$ cat src/rtl/aes_ctl_pkg.sv
// aes_ctl_pkg: shared constants and FSM encoding for the AES core arbiter.
package aes_ctl_pkg;
    localparam int AES_BLK_W = 128;
    localparam int AES_CORE_LAT = 11;
    typedef enum logic [1:0] {IDLE, ISSUE, BUSY, RESP} state_t;
endpackage

$ cat src/rtl/rr_arbiter.sv
// rr_arbiter: combinational round-robin pick of the first valid request after last_grant.
module rr_arbiter #(
    parameter int NUM_REQ = 2,
    parameter int ID_W = $clog2(NUM_REQ)
) (
    input  logic [NUM_REQ-1:0] req,
    input  logic [ID_W-1:0]    last_grant,
    input  logic               en,
    output logic [NUM_REQ-1:0] grant,
    output logic [ID_W-1:0]    grant_idx
);
    logic [ID_W-1:0] j;
    // Scan from lowest to highest priority so the nearest follower of last_grant wins.
    always_comb begin
        grant = '0;
        grant_idx = '0;
        j = '0;
        for (int i = NUM_REQ; i >= 1; i--) begin
            j = ID_W'((int'(last_grant) + i) % NUM_REQ);
            if (en && req[j]) begin
                grant = '0;
                grant[j] = 1'b1;
                grant_idx = j;
            end
        end
    end
endmodule

$ cat src/rtl/aes_core_arbiter.sv
// aes_core_arbiter: round-robin sharing of one iterative aes_128 core between NUM_REQ requesters.
module aes_core_arbiter
    import aes_ctl_pkg::*;
#(
    parameter int NUM_REQ = 2,
    parameter int ID_W = $clog2(NUM_REQ)
) (
    input  logic                           clk,
    input  logic                           rst,
    input  logic [NUM_REQ-1:0]             req_valid,
    output logic [NUM_REQ-1:0]             req_ready,
    input  logic [NUM_REQ*AES_BLK_W-1:0]   req_data,
    input  logic [NUM_REQ*AES_BLK_W-1:0]   req_key,
    input  logic [NUM_REQ-1:0]             req_encrypt,
    output logic                           rsp_valid,
    input  logic                           rsp_ready,
    output logic [AES_BLK_W-1:0]           rsp_data,
    output logic [ID_W-1:0]                rsp_id,
    output logic                           busy,
    output logic                           core_start,
    output logic [AES_BLK_W-1:0]           core_data_in,
    output logic [AES_BLK_W-1:0]           core_key,
    output logic                           core_encrypt,
    input  logic [AES_BLK_W-1:0]           core_data_out,
    input  logic                           core_done
);
    state_t state;
    logic [ID_W-1:0] last_grant;
    logic [ID_W-1:0] grant_idx;
    logic [NUM_REQ-1:0] grant;

    rr_arbiter #(.NUM_REQ(NUM_REQ), .ID_W(ID_W)) u_arb (
        .req(req_valid),
        .last_grant(last_grant),
        .en(state == IDLE),
        .grant(grant),
        .grant_idx(grant_idx)
    );

    assign req_ready = grant;

    // core_done is only honoured in BUSY, so the level left over from the previous block is harmless.
    always_ff @(posedge clk) begin
        if (rst) begin
            state <= IDLE;
            last_grant <= ID_W'(NUM_REQ - 1);
            rsp_valid <= 1'b0;
            rsp_data <= '0;
            rsp_id <= '0;
            busy <= 1'b0;
            core_start <= 1'b0;
            core_data_in <= '0;
            core_key <= '0;
            core_encrypt <= 1'b0;
        end else begin
            core_start <= 1'b0;
            case (state)
                IDLE: if (|grant) begin
                    core_data_in <= req_data[int'(grant_idx)*AES_BLK_W +: AES_BLK_W];
                    core_key <= req_key[int'(grant_idx)*AES_BLK_W +: AES_BLK_W];
                    core_encrypt <= req_encrypt[grant_idx];
                    rsp_id <= grant_idx;
                    last_grant <= grant_idx;
                    core_start <= 1'b1;
                    busy <= 1'b1;
                    state <= ISSUE;
                end
                ISSUE: state <= BUSY;
                BUSY: if (core_done) begin
                    rsp_data <= core_data_out;
                    rsp_valid <= 1'b1;
                    state <= RESP;
                end
                RESP: if (rsp_ready) begin
                    rsp_valid <= 1'b0;
                    busy <= 1'b0;
                    state <= IDLE;
                end
                default: state <= IDLE;
            endcase
        end
    end
endmodule

$ cat config.mk
export PLATFORM = sky130hd
export DESIGN_NAME = aes_core_arbiter
export DESIGN_NICKNAME = d
export VERILOG_FILES = /design/src/rtl/aes_ctl_pkg.sv /design/src/rtl/rr_arbiter.sv /design/src/rtl/aes_core_arbiter.sv
export SDC_FILE = /design/constraint.sdc
export NUM_CORES = 1
export LEC_CHECK = 0
export ABC_AREA = 0
export CAP_MARGIN = 20
export CORE_AREA = 2 2 410 412
export DETAILED_ROUTE_END_ITERATION = 10
export DIE_AREA = 0 0 412 414
export PLACE_DENSITY = 0.31
export SLEW_MARGIN = 15
export SYNTH_ARGS = -nofsm -noshare
export SYNTH_HDL_FRONTEND = slang
export SYNTH_HIERARCHICAL = 1
export SYNTH_SLANG_ARGS = --single-unit
$ cat constraint.sdc
create_clock -name clk -period 4.5 [get_ports clk]
set_input_delay 0.675 -clock clk [delete_from_list [all_inputs] [get_ports clk]]
set_output_delay 0.675 -clock clk [all_outputs]
set_load 0.05 [all_outputs]
==> qor.yml <==
die_h_um: 414
met2_usage_pct: 23.9
cts_setup_buffers: 0
tns_ns: 0
post_synth_num_cell_types: 21
setup_viol: 0
vias: 16600
fin_worst_skew_ns: 0.0253
grt_busiest_layer: "met2"
wl_um: 111000
clkLatencyLatePin_ns: 0.65
grt_use_total_pct: 12.5
layout_common_cells: "1,037 x clkdlybuf4s50_1, 392 x dfxtp_1, 262 x nand2_1"
grt_antenna_before_repair: 51
cp-end-kind: "primary output"
grt_pass1_wl_um: 147000
num_rows: 150
nets: 3373
final-seq-area_um2: 7850
hpwlAfterDp_um: 88800
timing.rr.start: "state[0]$_SDFFE_PP0P_"
post_cts_resize_count: 0
drc_errors: 0
clkSinkCount: 392
yosys_warnings: 6
die-width_um: 412
hold_start: "rsp_data[38]$_SDFFE_PP0P_"
hp-class: "reg -> reg"
hold_buffers: 0
synth_nets: 2395
fin_crit_ns: 3.65
drt-wirelength-per-cell_um: 22.2
final_util_pct: 19.3
p_leak_nw: 10.5
use_met3_pct: 4.97
ir_drop_mv: 0.353
path_delay_family: "buffers and inverters"
layout_commonest_cell: "clkdlybuf4s50_1"
drtPass1Iterations: 6
timing.hold.ws_ns: 0.452
status: "finished clean"
max_freq_ghz: 0.274
met1_usage_pct: 12.1
post-route-period-util_pct: 81.0
multiInputGateArea_um2: 8550
drtIter0Drc: 602
cts-root-buf: "clkbuf_16"
crit_type: "reg -> out"
fillers: 18500
p_per_area_nw_per_um2: 732
initial_core_util_pct: 10.4
final_hold_viol_count: 0
synth_seq_cells: 392
via_per_inst: 3.32
io_pins: 1039
tightest_slew_ns: 1.00
cpPeakStageDelay_ns: 0.95
yosysSeqAreaShare_pct: 45.2
crit_slowest_cell: "clkdlybuf4s50_1"
ant_nets: 0
grt_pass1_vias: 17300
cts_tree: "yes"
dieArea_um2: 171000
cp.arrival_ns: 2.97
core_um2: 166000
grt_max_degree: 103
area_growth_pct: 84.8
critPathBufInv: 3
h-tree-depth: 2
maxCapViolCount: 0
synth_area_um2: 17400
cts_buffers: 59
ys_top_cells_by_area: "dfxtp_1 45%, a211oi_2 18%, mux2i_1 15%"
clkTransAtPathRegs_ns: 0.05
clockBufferDepth: 3
drive_gt1_share_pct: 13.8
cp_cell_sequence: "inv_1 > ha_1 > buf_4 > nand2_1 > a21oi_4 > clkdlybuf4s50_1"
synth_top_area_share_pct: 45.2
totalPowerFinal_mw: 23.5
rsz0062_at_grt: "false"
startpoint_type: "flip-flop"
cp_max_fo: 7
synth_cells: 1744
slew_headroom_pct: 33.3
cp-startpoint: "state[0]$_SDFFE_PP0P_"
globalplace.congestion: 0.801
cp.required_ns: 3.83
syn_avg_cell_area_um2: 9.95
maxSlewViolCount: 0
synth.largest_area_cell: "dfxtp_1"
overflow: 0
io_buffers: 1038
layout make-up:
cell class | count | area share (%)
Clock inverter | 16 | 0.729
Inverter | 4 | 0.0468
Multi-Input combinational cell | 1189 | 26.7
Timing Repair Buffer | 1076 | 34.0
Tap cell | 2204 | 8.60
Antenna cell | 16 | 0.125
Clock buffer | 86 | 5.36
Sequential cell | 392 | 24.5
registers in the layout, summed over array words and instances, names as in the netlist:
name          count
busy              1
core_data_in    128
core_encrypt      1
core_key        128
core_start        1
last_grant        1
rsp_data        128
rsp_id            1
rsp_valid         1
state             2
metrics by stage:
step	cell area, µm²	instances	setup slack [ns]
after CTS	32000	4967	0.708
after floorplan	17400	1744	2.03
after detailed placement	30100	4865	1.04
after global routing	32100	4976	0.681
after global placement	30100	4865	0.944
final	32100	4983	0.853
report_power, final:
part,internal [mW],leakage (nW),switching (mW)
clock network,2.90,0.945,1.93
logic,4.51,6.33,8.70
registers,4.68,3.22,0.748
metal layers:
layer  vias up  routed length, µm
li1       8069                  -
met1      7671              38300
met2       614              59900
met3       165              10000
met4        44               2350
met5         -                278
worst min-delay path: stages (launching register included):
cell	delay (ns)
dfxtp_1	0.30
nand2_1	0.05
a21oi_1	0.05
synthesized netlist by cell type:
cell type	number
nor3b_1	1
ha_1	3
nand2b_1	4
nor2_1	259
a211oi_1	8
mux2i_1	258
o21a_1	2
inv_1	4
buf_4	30
dfxtp_1	392
clkbuf_1	20
buf_1	32
buf_2	51
nand2_1	263
buf_6	26
a21oi_1	135
nor2b_1	1
o21bai_1	1
o21ai_0	3
and2_1	1
a211oi_2	250
path summary, 6_finish.rpt:
check | end | slack [ns] | cells after the start
setup / recovery | req_ready[1] | 0.85 | 6
hold / removal | rsp_data[38]$_SDFFE_PP0P_ | 0.45 | 2
setup reg to reg | core_data_in[107]$_SDFFE_PP0P_ | 1.62 | 10
hold reg to reg | rsp_data[38]$_SDFFE_PP0P_ | 0.45 | 2
logic make-up (layout without fill, tap and decap cells):
family | after synthesis | in the layout | synth area share, %
and+or+nand+nor | 529 | 529 | 11.5
AOI/OAI and AO/OA | 399 | 399 | 22.5
adders and majority gates | 3 | 3 | 0.216
buffers and inverters | 163 | 1182 | 5.67
other | 0 | 16 | 0
muxes | 258 | 258 | 14.9
DFF | 392 | 392 | 45.2
Note: power is estimated with default switching activity, not from simulation.
